File: config.mk
export PLATFORM = sky130hd
export DESIGN_NAME = datapath_sequencer_flat
export DESIGN_NICKNAME = d
export VERILOG_FILES = /design/src/rtl/datapath_sequencer_if.sv /design/src/rtl/datapath_sequencer.sv /design/src/flat_wrapper.sv
export SDC_FILE = /design/constraint.sdc
export NUM_CORES = 1
export LEC_CHECK = 0
export ABC_AREA = 1
export CORE_ASPECT_RATIO = 1.75
export CORE_UTILIZATION = 36
export DETAILED_ROUTE_END_ITERATION = 8
export DONT_BUFFER_PORTS = 1
export MAX_ROUTING_LAYER = met4
export PLACE_DENSITY = 0.56
export SYNTH_ARGS = -nofsm -noshare
export SYNTH_HDL_FRONTEND = slang
export SYNTH_SLANG_ARGS = --single-unit
File: constraint.sdc
create_clock -name clk -period 4.6 [get_ports clk]
set_input_delay 0.23 -clock clk [delete_from_list [all_inputs] [get_ports clk]]
set_output_delay 0.23 -clock clk [all_outputs]
set_load 0.02 [all_outputs]
File: src/rtl/datapath_sequencer_if.sv
// Instruction handshake bundle between the instruction source and datapath_sequencer.
interface datapath_sequencer_if #(
  parameter int unsigned DATA_WIDTH = 32
);
  logic                  instr_valid;
  logic [DATA_WIDTH-1:0] instr;
  logic                  instr_ready;

  modport master (output instr_valid, output instr, input instr_ready);
  modport slave  (input instr_valid, input instr, output instr_ready);
endinterface

File: src/rtl/datapath_sequencer.sv
// Four-state RV32 subset sequencer (addi/add/bne) driving register-file and ALU controls.
// Optional retired-instruction counter enabled by defining SEQ_PERF_CNT_EN.
module datapath_sequencer #(
  parameter int unsigned           DATA_WIDTH    = 32,
  parameter int unsigned           ADDRESS_WIDTH = 5,
  parameter logic [DATA_WIDTH-1:0] PC_RESET      = '0
) (
  input  logic                     clk,
  input  logic                     rst_n,
  datapath_sequencer_if.slave      ibus,
  input  logic                     EQ,
  output logic [ADDRESS_WIDTH-1:0] AD1,
  output logic [ADDRESS_WIDTH-1:0] AD2,
  output logic [ADDRESS_WIDTH-1:0] AD3,
  output logic [DATA_WIDTH-1:0]    ImmOp,
  output logic                     RegWrite,
  output logic                     ALUctrl,
  output logic                     ALUsrc,
  output logic [DATA_WIDTH-1:0]    pc,
  output logic                     err
`ifdef SEQ_PERF_CNT_EN
  ,
  output logic [DATA_WIDTH-1:0]    retired_cnt
`endif
);

  localparam logic [1:0] IDLE   = 2'd0;
  localparam logic [1:0] DECODE = 2'd1;
  localparam logic [1:0] EXEC   = 2'd2;
  localparam logic [1:0] ERROR  = 2'd3;

  localparam logic [DATA_WIDTH-1:0] PC_STEP = DATA_WIDTH'(4);

  logic [1:0]               r_state;
  logic [DATA_WIDTH-1:0]    r_instr;
  logic [ADDRESS_WIDTH-1:0] r_ad1;
  logic [ADDRESS_WIDTH-1:0] r_ad2;
  logic [ADDRESS_WIDTH-1:0] r_ad3;
  logic [DATA_WIDTH-1:0]    r_imm;
  logic                     r_regwrite;
  logic                     r_aluctrl;
  logic                     r_alusrc;
  logic [DATA_WIDTH-1:0]    r_pc;
  logic                     r_err;

  logic [6:0]               w_opcode;
  logic [2:0]               w_funct3;
  logic [6:0]               w_funct7;
  logic                     w_is_addi;
  logic                     w_is_add;
  logic                     w_is_bne;
  logic                     w_legal;
  logic [DATA_WIDTH-1:0]    w_imm_i;
  logic [DATA_WIDTH-1:0]    w_imm_b;
  logic [DATA_WIDTH-1:0]    w_dec_imm;
  logic [ADDRESS_WIDTH-1:0] w_dec_ad3;
  logic                     w_dec_wr;
  logic [DATA_WIDTH-1:0]    w_pc_next;

  assign w_opcode  = r_instr[6:0];
  assign w_funct3  = r_instr[14:12];
  assign w_funct7  = r_instr[31:25];
  assign w_is_addi = (w_opcode == 7'b0010011) && (w_funct3 == 3'b000);
  assign w_is_add  = (w_opcode == 7'b0110011) && (w_funct3 == 3'b000) && (w_funct7 == 7'b0000000);
  assign w_is_bne  = (w_opcode == 7'b1100011) && (w_funct3 == 3'b001);
  assign w_legal   = w_is_addi || w_is_add || w_is_bne;

  assign w_imm_i = {{(DATA_WIDTH-12){r_instr[31]}}, r_instr[31:20]};
  assign w_imm_b = {{(DATA_WIDTH-13){r_instr[31]}}, r_instr[31], r_instr[7],
                    r_instr[30:25], r_instr[11:8], 1'b0};

  always_comb begin
    w_dec_imm = '0;
    w_dec_ad3 = ADDRESS_WIDTH'(r_instr[11:7]);
    if (w_is_addi) begin
      w_dec_imm = w_imm_i;
    end else if (w_is_bne) begin
      w_dec_imm = w_imm_b;
      w_dec_ad3 = '0;
    end
  end

  // Writes to x0 are suppressed here so EXEC only ever sees a meaningful pulse.
  assign w_dec_wr = (w_is_addi || w_is_add) && (r_instr[11:7] != 5'd0);

  // ALUctrl is set only for bne, so it doubles as the branch flag in EXEC.
  assign w_pc_next = (r_aluctrl && !EQ) ? (r_pc + r_imm) : (r_pc + PC_STEP);

  always_ff @(posedge clk or negedge rst_n) begin
    if (!rst_n) begin
      r_state    <= IDLE;
      r_instr    <= '0;
      r_ad1      <= '0;
      r_ad2      <= '0;
      r_ad3      <= '0;
      r_imm      <= '0;
      r_regwrite <= 1'b0;
      r_aluctrl  <= 1'b0;
      r_alusrc   <= 1'b0;
      r_pc       <= PC_RESET;
      r_err      <= 1'b0;
    end else begin
      case (r_state)
        IDLE: begin
          if (ibus.instr_valid) begin
            r_instr <= ibus.instr;
            r_state <= DECODE;
          end
        end
        DECODE: begin
          if (w_legal) begin
            r_ad1      <= ADDRESS_WIDTH'(r_instr[19:15]);
            r_ad2      <= ADDRESS_WIDTH'(r_instr[24:20]);
            r_ad3      <= w_dec_ad3;
            r_imm      <= w_dec_imm;
            r_alusrc   <= w_is_addi;
            r_aluctrl  <= w_is_bne;
            r_regwrite <= w_dec_wr;
            r_state    <= EXEC;
          end else begin
            r_err   <= 1'b1;
            r_state <= ERROR;
          end
        end
        EXEC: begin
          r_regwrite <= 1'b0;
          r_pc       <= w_pc_next;
          r_state    <= IDLE;
        end
        default: begin
          r_err   <= 1'b1;
          r_state <= ERROR;
        end
      endcase
    end
  end

`ifdef SEQ_PERF_CNT_EN
  logic [DATA_WIDTH-1:0] r_retired;

  always_ff @(posedge clk or negedge rst_n) begin
    if (!rst_n) begin
      r_retired <= '0;
    end else if (r_state == EXEC) begin
      r_retired <= r_retired + DATA_WIDTH'(1);
    end
  end

  assign retired_cnt = r_retired;
`endif

  assign ibus.instr_ready = (r_state == IDLE);
  assign AD1      = r_ad1;
  assign AD2      = r_ad2;
  assign AD3      = r_ad3;
  assign ImmOp    = r_imm;
  assign RegWrite = r_regwrite;
  assign ALUctrl  = r_aluctrl;
  assign ALUsrc   = r_alusrc;
  assign pc       = r_pc;
  assign err      = r_err;

endmodule

File: src/flat_wrapper.sv
// flat-port wrapper written by rule: the top's interface ports become plain ports
module datapath_sequencer_flat 
#(
  parameter int unsigned           DATA_WIDTH    = 32,
  parameter int unsigned           ADDRESS_WIDTH = 5,
  parameter logic [DATA_WIDTH-1:0] PC_RESET      = '0
)
  (clk, rst_n, EQ, AD1, AD2, AD3, ImmOp, RegWrite, ALUctrl, ALUsrc, pc, err, ibus_instr_valid, ibus_instr, ibus_instr_ready);
  datapath_sequencer_if #(.DATA_WIDTH(DATA_WIDTH)) ibus_i ();
  input  logic clk;
  input  logic rst_n;
  input  logic EQ;
  output logic [ADDRESS_WIDTH-1:0] AD1;
  output logic [ADDRESS_WIDTH-1:0] AD2;
  output logic [ADDRESS_WIDTH-1:0] AD3;
  output logic [DATA_WIDTH-1:0] ImmOp;
  output logic RegWrite;
  output logic ALUctrl;
  output logic ALUsrc;
  output logic [DATA_WIDTH-1:0] pc;
  output logic err;
  input wire logic [$bits(ibus_i.instr_valid)-1:0] ibus_instr_valid;
  input wire logic [$bits(ibus_i.instr)-1:0] ibus_instr;
  output wire logic [$bits(ibus_i.instr_ready)-1:0] ibus_instr_ready;
  assign ibus_i.instr_valid = ibus_instr_valid;
  assign ibus_i.instr = ibus_instr;
  assign ibus_instr_ready = ibus_i.instr_ready;
  datapath_sequencer #(.DATA_WIDTH(DATA_WIDTH), .ADDRESS_WIDTH(ADDRESS_WIDTH), .PC_RESET(PC_RESET)) u_core (.clk(clk), .rst_n(rst_n), .ibus(ibus_i), .EQ(EQ), .AD1(AD1), .AD2(AD2), .AD3(AD3), .ImmOp(ImmOp), .RegWrite(RegWrite), .ALUctrl(ALUctrl), .ALUsrc(ALUsrc), .pc(pc), .err(err));
endmodule
Word level (Yosys, flattened, before mapping) --
Cells that the tools add are included. Widths: inputs -> output; s select.
Word-level totals: register bits after elaboration 117, bits in latches 0, RAM bits 0, ROM bits 0, input port bits 36, output and inout port bits 84, word-level logic and storage cells 54, memories kept 0
Operators by class: add/subtract/negate cells 2, $mul 0, div/mod/pow operators 0, order comparisons 0, equal/unequal tests 9, shift operators 0, muxes and demuxes 12, bitwise operators 1, reduce and logical (&&, ||, !) cells 19
Operators by type and width (number):
- $mux 32 | 3
- $add 32x3->32 const B | 1
- $add 32x32->32 | 1
- $mux 5 | 2
- $reduce_and 2->1 | 4
- $eq 7x5->1 const B | 1
- $eq 7x6->1 const B | 1
- $eq 7x7->1 const B | 1
- $logic_not 7->1 | 1
- $logic_and 1x1->1 | 6
- $pmux 2 s3 | 1
- $reduce_bool 5->1 | 1
- $ne 2x2->1 const B | 2
- $pmux 1 s2 | 2
- $eq 3x1->1 const B | 1
- $logic_not 3->1 | 1
- $mux 1 | 3
- $eq 2x1->1 const B | 1
- $eq 2x2->1 const B | 1
- $logic_not 2->1 | 1
- $logic_or 1x1->1 | 2
- $mux 2 | 1
- $ne 2x1->1 const B | 1
- $reduce_bool 2->1 | 1
- other kinds (3) | 3

Logic depth before layout (Yosys ltp) --
Gate-level depths: netlist (run 1).
depth in word-level cells 7, mapped depth 13, gate-level depth less buffers 13

Least setup slack after synthesis (run 1) --
OpenSTA, ideal clock, no wires.
kind register to register, start reg u_core.r_imm[30] (netlist: u_core.ImmOp[30]), end reg u_core.r_pc[31] (netlist: u_core.pc[31]), library setup time 117 ps, arrival 2362 ps, data required time 4483 ps, slack 2121 ps, cell stages (with the launch flop) 14, path buffers 0, period minus slack after synthesis 2479 ps, cells stage by stage dfrtp_1 -> ha_1 -> nand2_1 -> inv_1 -> nand2_1 -> nand2_1 -> a21oi_1 -> nor2_1 -> nor2_1 -> nand2_1 -> nand2_1 -> nand3_1 -> nand2_1 -> nand2_1
On the way: word-level cells in the longest chain between the ends 2
RTL lines:
- start: declaration | line datapath_sequencer.sv:39 | logic [DATA_WIDTH-1:0] r_imm;
- start signal: assignment | line datapath_sequencer.sv:115 | r_imm <= w_dec_imm;
- $add 32x32->32 | line datapath_sequencer.sv:87 | assign w_pc_next = (r_aluctrl && !EQ) ? (r_pc + r_imm) : (r_pc + PC_STEP);
- $mux 32 | line datapath_sequencer.sv:87
- end signal: assignment | line datapath_sequencer.sv:127 | r_pc <= w_pc_next;
- end: declaration | line datapath_sequencer.sv:43 | logic [DATA_WIDTH-1:0] r_pc;
Every way passes these cells. A chain may end at the register's enable or synchronous reset.

Worst setup path in the final report (run 1) --
start reg u_core.r_aluctrl (netlist: u_core.ALUctrl), end reg u_core.r_pc[12] (netlist: u_core.pc[12])
On the way: word-level cells in the longest chain between the ends 2
RTL lines:
- start: declaration | line datapath_sequencer.sv:41 | logic r_aluctrl;
- start signal: assignment | line datapath_sequencer.sv:117 | r_aluctrl <= w_is_bne;
- $logic_and 1x1->1 | line datapath_sequencer.sv:87
- $mux 32 | line datapath_sequencer.sv:87
Every way passes these cells.

==> flow_summary.json, run 1 <==
{
  "outcome": "finished clean",
  "num-fill-cells": 2194,
  "drt_pass1_iterations": 5,
  "cp.required_ns": 4.87,
  "synth_edf_count": 0,
  "finalSetupViolations": 0,
  "path_delay_family": "buffers and inverters",
  "hold_viol_final": 0,
  "path_class": "flip-flop to flip-flop",
  "area_delta_synth_final_pct": 5.37,
  "hold_path.startpoint": "ibus_instr[15]",
  "antenna_found_initial": 0,
  "pwr_density_cell_nw_per_um2": 472,
  "design_area_um2": 7760,
  "end_kind": "flip-flop",
  "cap_violations": 0,
  "cts.sinks": 98,
  "clock_skew_ns": 0.0123,
  "holdWs_ns": 0.0272,
  "cts_tree": "done",
  "rows": 68,
  "clk_pin_slew_ns": 0.07,
  "synth-async-reset-ratio": 1.00,
  "utilization": 0.390,
  "cts_setup_buffers": 0,
  "cp_cell_sequence": "inv_1 -> nor2_2 -> clkinv_1 -> a21oi_1 -> o21ai_0 -> a22oi_1",
  "syn_nets": 1181,
  "grt_pass1_wl_mm": 36.5,
  "insertion_delay_ns": 0.36,
  "maxSlewViolCount": 0,
  "rsz0062_at_grt": "no",
  "finalNetCount": 1154,
  "cts_buffers": 9,
  "ys_warn_count": 0,
  "dieArea_um2": 21100,
  "max_freq_mhz": 355,
  "drtIter0Drc": 427,
  "period_share": 0.613,
  "ctsHtreeMaxLevel": 3,
  "worstHoldPathType": "input pin to flip-flop",
  "leakage_uw": 0.00424,
  "critPathArrivalTime_ns": 3.09,
  "vias": 6901,
  "worstPathMaxFanout": 24,
  "layout-drive-gt1-share": 0.0615,
  "drt-total-wl_mm": 23.5,
  "wl_per_cell_um": 17.6,
  "grt_util_all_layers": 0.240,
  "cp-start-kind": "flip-flop",
  "port_buffers": 0,
  "crit_buf_inv": 2,
  "core-area_um2": 19900,
  "stdcell_count": 1335,
  "placed_cells": 1317,
  "dp_hpwl_mm": 18.7,
  "grt_pass1_vias": 6921,
  "reg2reg_from": "u_core.ALUctrl",
  "peakVddDrop_uv": 258,
  "overflow": 0,
  "fin_setup_tns_ns": 0,
  "drc": 0,
  "avgSynthCellArea_um2": 6.63,
  "synth_seq_cells": 98,
  "syn_inst": 1112,
  "ctsResizeCount": 0,
  "place_area_um2": 7460,
  "ys_types": 40,
  "ant_nets": 0,
  "routed_via_density": 5.17,
  "synth_area_um2": 7370,
  "cp-startpoint": "u_core.ALUctrl",
  "cpPeakStageDelay_ns": 0.77,
  "period_minus_slack_ns": 2.82,
  "die_h_um": 191,
  "worstMarginPinSlew_ns": 1.09,
  "clk_path_buf_depth": 2,
  "synth-seq-area-share": 0.333,
  "antenna_cells": 0,
  "gp_congestion": 0.939,
  "start_util": 0.370,
  "synth_ff_type": "dfrtp_1",
  "die_w_um": 110,
  "grt_max_degree": 99,
  "ctsHoldBuffers": 2,
  "cts_root_buf": "clkbuf_16",
  "relSlewSlack": 0.276,
  "cp_slowest_cell": "nor2_2",
  "ios": 120
}
[final cells by class]
type                    count  area, um2  share of cell area
well taps                 245        307              0.0395
repair buffers              5       60.1             0.00774
inverters                 166        623              0.0803
clock buffers              11        233              0.0300
multi-input cells         805       4050               0.521
clock inverters             5       37.5             0.00483
flip-flops and latches     98       2460               0.316
[cell usage after synthesis (all sizes together) (2+ instances only)]
library cell    n  share of area
nor3           21          0.019
a21oi          68          0.047
nand3b          7         0.0071
mux2           19          0.029
nor2          103          0.056
nand2         375           0.19
xor2           11          0.013
nand3          83          0.059
a31oi           4         0.0034
dfrtp          98           0.33
ha             32          0.054
o22ai           6         0.0051
o21ai          42          0.029
nor4            2         0.0017
xnor2           5         0.0059
a21o            2         0.0020
o31ai           3         0.0031
inv           165          0.084
o21bai          4         0.0041
nand4           9         0.0076
buf            33          0.029
clkbuf         10         0.0051
a22oi           3         0.0031
[metal layers]
metal | wire length, um | part of all wire | vias up | track usage
met5 | 0 | 0 | - | -
li1 | - | - | 3466 | -
met1 | 8120 | 0.35 | 3141 | 0.227
met4 | 1230 | 0.052 | 0 | 0.126
met3 | 1530 | 0.065 | 63 | 0.0481
met2 | 12600 | 0.54 | 231 | 0.445
[path summary, 6_finish.rpt]
kind / endpoint / slack, ns / depth (start not counted)
max: u_core.pc[12] / 1.78 / 6
min: u_core.r_instr[15] / 0.03 / 1
max reg2reg: u_core.pc[12] / 1.78 / 6
min reg2reg: u_core.r_state[1] / 0.45 / 0
max in group asynchronous: u_core.ImmOp[30] / 3.67 / 2
min in group asynchronous: u_core.pc[11] / 0.50 / 2
[where the power goes]
part	switching (uW)	total (uW)	internal (uW)
logic	889	1340	447
clock network	357	729	372
registers	535	1600	1070
[kinds of logic (layout without fill, tap and decap cells)]
| logic type | after synthesis | in the layout | share of synthesized area |
|---|---|---|---|
| AND/OR/NAND/NOR | 603 | 603 | 0.346 |
| buffers and inverters | 209 | 187 | 0.118 |
| AO/OA/AOI/OAI | 134 | 134 | 0.0981 |
| flip-flops | 98 | 98 | 0.333 |
| adder cells (fa/ha/maj) | 33 | 33 | 0.0571 |
| multiplexers | 19 | 19 | 0.0290 |
| XOR/XNOR | 16 | 16 | 0.0190 |
[sequential cells by signal (all words and copies together) (netlist names)]
register,flops
u_core.AD1,5
u_core.ALUctrl,1
u_core.pc,32
u_core.RegWrite,1
u_core.AD3,5
u_core.ALUsrc,1
u_core.r_instr,32
u_core.err,1
u_core.r_state,2
u_core.ImmOp,13
u_core.AD2,5
[through the flow]
| step | total power (uW) | setup slack, ns |
|---|---|---|
| global route | 3940 | 1.46 |
| global placement | 2920 | 1.78 |
| finish | 3670 | 1.78 |
| detailed placement | 2940 | 1.77 |
| floorplan | 2460 | 2.12 |
| CTS | 3690 | 1.79 |
[worst reg2reg max path, cell delays in order, from the launching register on]
cell and delay, ns:
dfrtp_1 0.49, inv_1 0.08, nor2_2 0.77, clkinv_1 0.77
a21oi_1 0.27, o21ai_0 0.16, a22oi_1 0.18
[placed cells by master, fill, tap and decap left out, types with 5 or more instances in the layout]
master	count
nand3b_1	7
ha_1	32
o21ai_0	21
xnor2_1	5
nand3_1	79
inv_1	159
dfrtp_1	97
nor3_2	7
nand2_1	370
nor2_1	98
mux2_2	19
o21ai_1	21
nand2_2	5
clkbuf_16	9
a21oi_1	67
xor2_1	11
o22ai_1	6
inv_2	6
nor3_1	14
nand4_1	9
Note: power is estimated with default switching activity, not from simulation.
==> run 2, diff against run 1 <==
Clock period 4.6 ns to 2.65 ns, I/O delays scaled along.
==> run 2 against run 1 <==
Compared with the run above: clock skew rose by 0.00078 ns; sequential power increased by 40%; count of clock-buffer cells in the layout up 1; core utilization is 3.2 points higher; global-route usage rose by 1.4 points; first-iteration DRC count down 19%; die area stayed put; sequential share of layout area decreased by 2.4 points; register-to-register slack lost 1.6 ns; critical endpoint is now u_core.pc[20]; largest power group is now combinational logic.
==> flow_summary.json, run 2 (synthesized netlist as in run 1, its figures left out) <==
{
  "outcome": "finished clean",
  "grt_util_all_layers": 0.254,
  "relSlewSlack": 0.632,
  "final_cell_mix": "370 x nand2_1, 159 x inv_1, 98 x nor2_1",
  "use_met3": 0.0484,
  "clock_skew_ns": 0.0131,
  "met2_usage": 0.451,
  "cts_tree": "done",
  "peakVddDrop_uv": 538,
  "die_h_um": 191,
  "clk_path_buf_depth": 2,
  "cpPeakStageDelay_ns": 0.50,
  "dpl_worst_slack_ns": 0.223,
  "cts.sinks": 98,
  "critPathArrivalTime_ns": 2.73,
  "layout_commonest_cell": "nand2_1",
  "clk_pin_slew_ns": 0.08,
  "worstHoldPathType": "input pin to flip-flop",
  "cts_root_buf": "clkbuf_16",
  "layout-drive-gt1-share": 0.0904,
  "period_minus_slack_ns": 2.44,
  "grt_pass1_wl_mm": 38.2,
  "cp_cell_sequence": "ha_1 -> inv_1 -> fa_1 -> inv_1 -> nand3_1 -> nand3_1 -> nand3_1 -> nand3_1 -> nand2_1 -> nand3_1 -> nand3_1 -> a21oi_2",
  "setup_slack_ns": 0.212,
  "finalNetCount": 1225,
  "end_kind": "flip-flop",
  "fin_setup_tns_ns": 0,
  "routed_via_density": 5.06,
  "cp-start-kind": "flip-flop",
  "grtUsageMet1": 0.240,
  "stdcell_count": 1406,
  "cap_violations": 0,
  "grt_pass1_vias": 7190,
  "insertion_delay_ns": 0.36,
  "drt-total-wl_mm": 24.5,
  "drc": 0,
  "maxSlewViolCount": 0,
  "finalSetupViolations": 0,
  "cp_slowest_cell": "dfrtp_1",
  "worstMarginPinSlew_ns": 0.551,
  "ant_nets": 0,
  "period_share": 0.920,
  "die_w_um": 110,
  "cts_buffers": 9,
  "hold_viol_final": 0,
  "path_class": "flip-flop to flip-flop",
  "dp_hpwl_mm": 19.6,
  "rsz0062_at_grt": "no",
  "reg2reg_from": "u_core.ImmOp[0]",
  "drt_pass1_iterations": 5,
  "dieArea_um2": 21100,
  "core-area_um2": 19900,
  "worstPathMaxFanout": 4,
  "start_util": 0.370,
  "port_buffers": 0,
  "antenna_cells": 0,
  "vias": 7112,
  "overflow": 0,
  "totalPowerFinal_uw": 6750,
  "ctsHoldBuffers": 35,
  "top_usage_layer": "met2",
  "pwr_density_cell_nw_per_um2": 803,
  "ios": 120,
  "gp_congestion": 0.954,
  "ctsResizeCount": 0,
  "cts_setup_buffers": 0,
  "placed_cells": 1355,
  "ctsHtreeMaxLevel": 3,
  "leakage_uw": 0.00456,
  "wl_per_cell_um": 17.4,
  "cp-startpoint": "u_core.ImmOp[0]",
  "rows": 68,
  "cp.required_ns": 2.95,
  "path_common_cell": "nand3_1",
  "hold_path.startpoint": "EQ",
  "drtIter0Drc": 346,
  "area_delta_synth_final_pct": 14.0,
  "grt_max_degree": 99,
  "antenna_found_initial": 0,
  "max_freq_mhz": 410
}
==> run 2: critical path: cells and delay by family (launching register included) <==
kind	cells	cell delay, ns
AO/OA/AOI/OAI	1	0.14
adder cells (fa/ha/maj)	2	0.70
buffers and inverters	2	0.20
flip-flops	1	0.50
AND/OR/NAND/NOR	7	0.82
==> run 2: final cells by class <==
cell class              instances  area, um2
fillers                      2143      11500
multi-input cells             805       4050
clock inverters                 4       33.8
repair buffers                 76        688
clock buffers                  12        246
well taps                     245        307
inverters                     166        623
flip-flops and latches         98       2460
==> run 2: power by group <==
part	switching [uW]	internal (uW)	total (uW)
Sequential	374	1870	2240
Combinational	2180	1020	3210
Clock	629	674	1300
==> run 2: routing by layer <==
layer,wire (um),vias up,share of wire
met3,1350,74,0.055
met4,1890,0,0.077
met5,0,-,0
met2,12800,233,0.52
met1,8410,3202,0.34
li1,-,3603,-
==> run 2: stage by stage <==
step | instance area (um2) | utilization | hold slack, ns
after floorplan | 7370 | - | -0.163
after global placement | 7750 | 0.389 | -0.160
after detailed placement | 7750 | 0.389 | -0.160
after CTS | 8400 | 0.422 | 0.0180
after global routing | 8400 | 0.422 | 0.0479
final | 8400 | 0.422 | 0.0195
==> run 2: final timing paths <==
| kind | to | slack, ns | cells after the start |
|---|---|---|---|
| max | u_core.pc[20] | 0.21 | 12 |
| min | u_core.pc[5] | 0.02 | 3 |
| max reg2reg | u_core.pc[20] | 0.21 | 12 |
| min reg2reg | u_core.r_state[1] | 0.48 | 0 |
| max in group asynchronous | u_core.ImmOp[30] | 1.83 | 2 |
| min in group asynchronous | u_core.pc[6] | 0.39 | 2 |
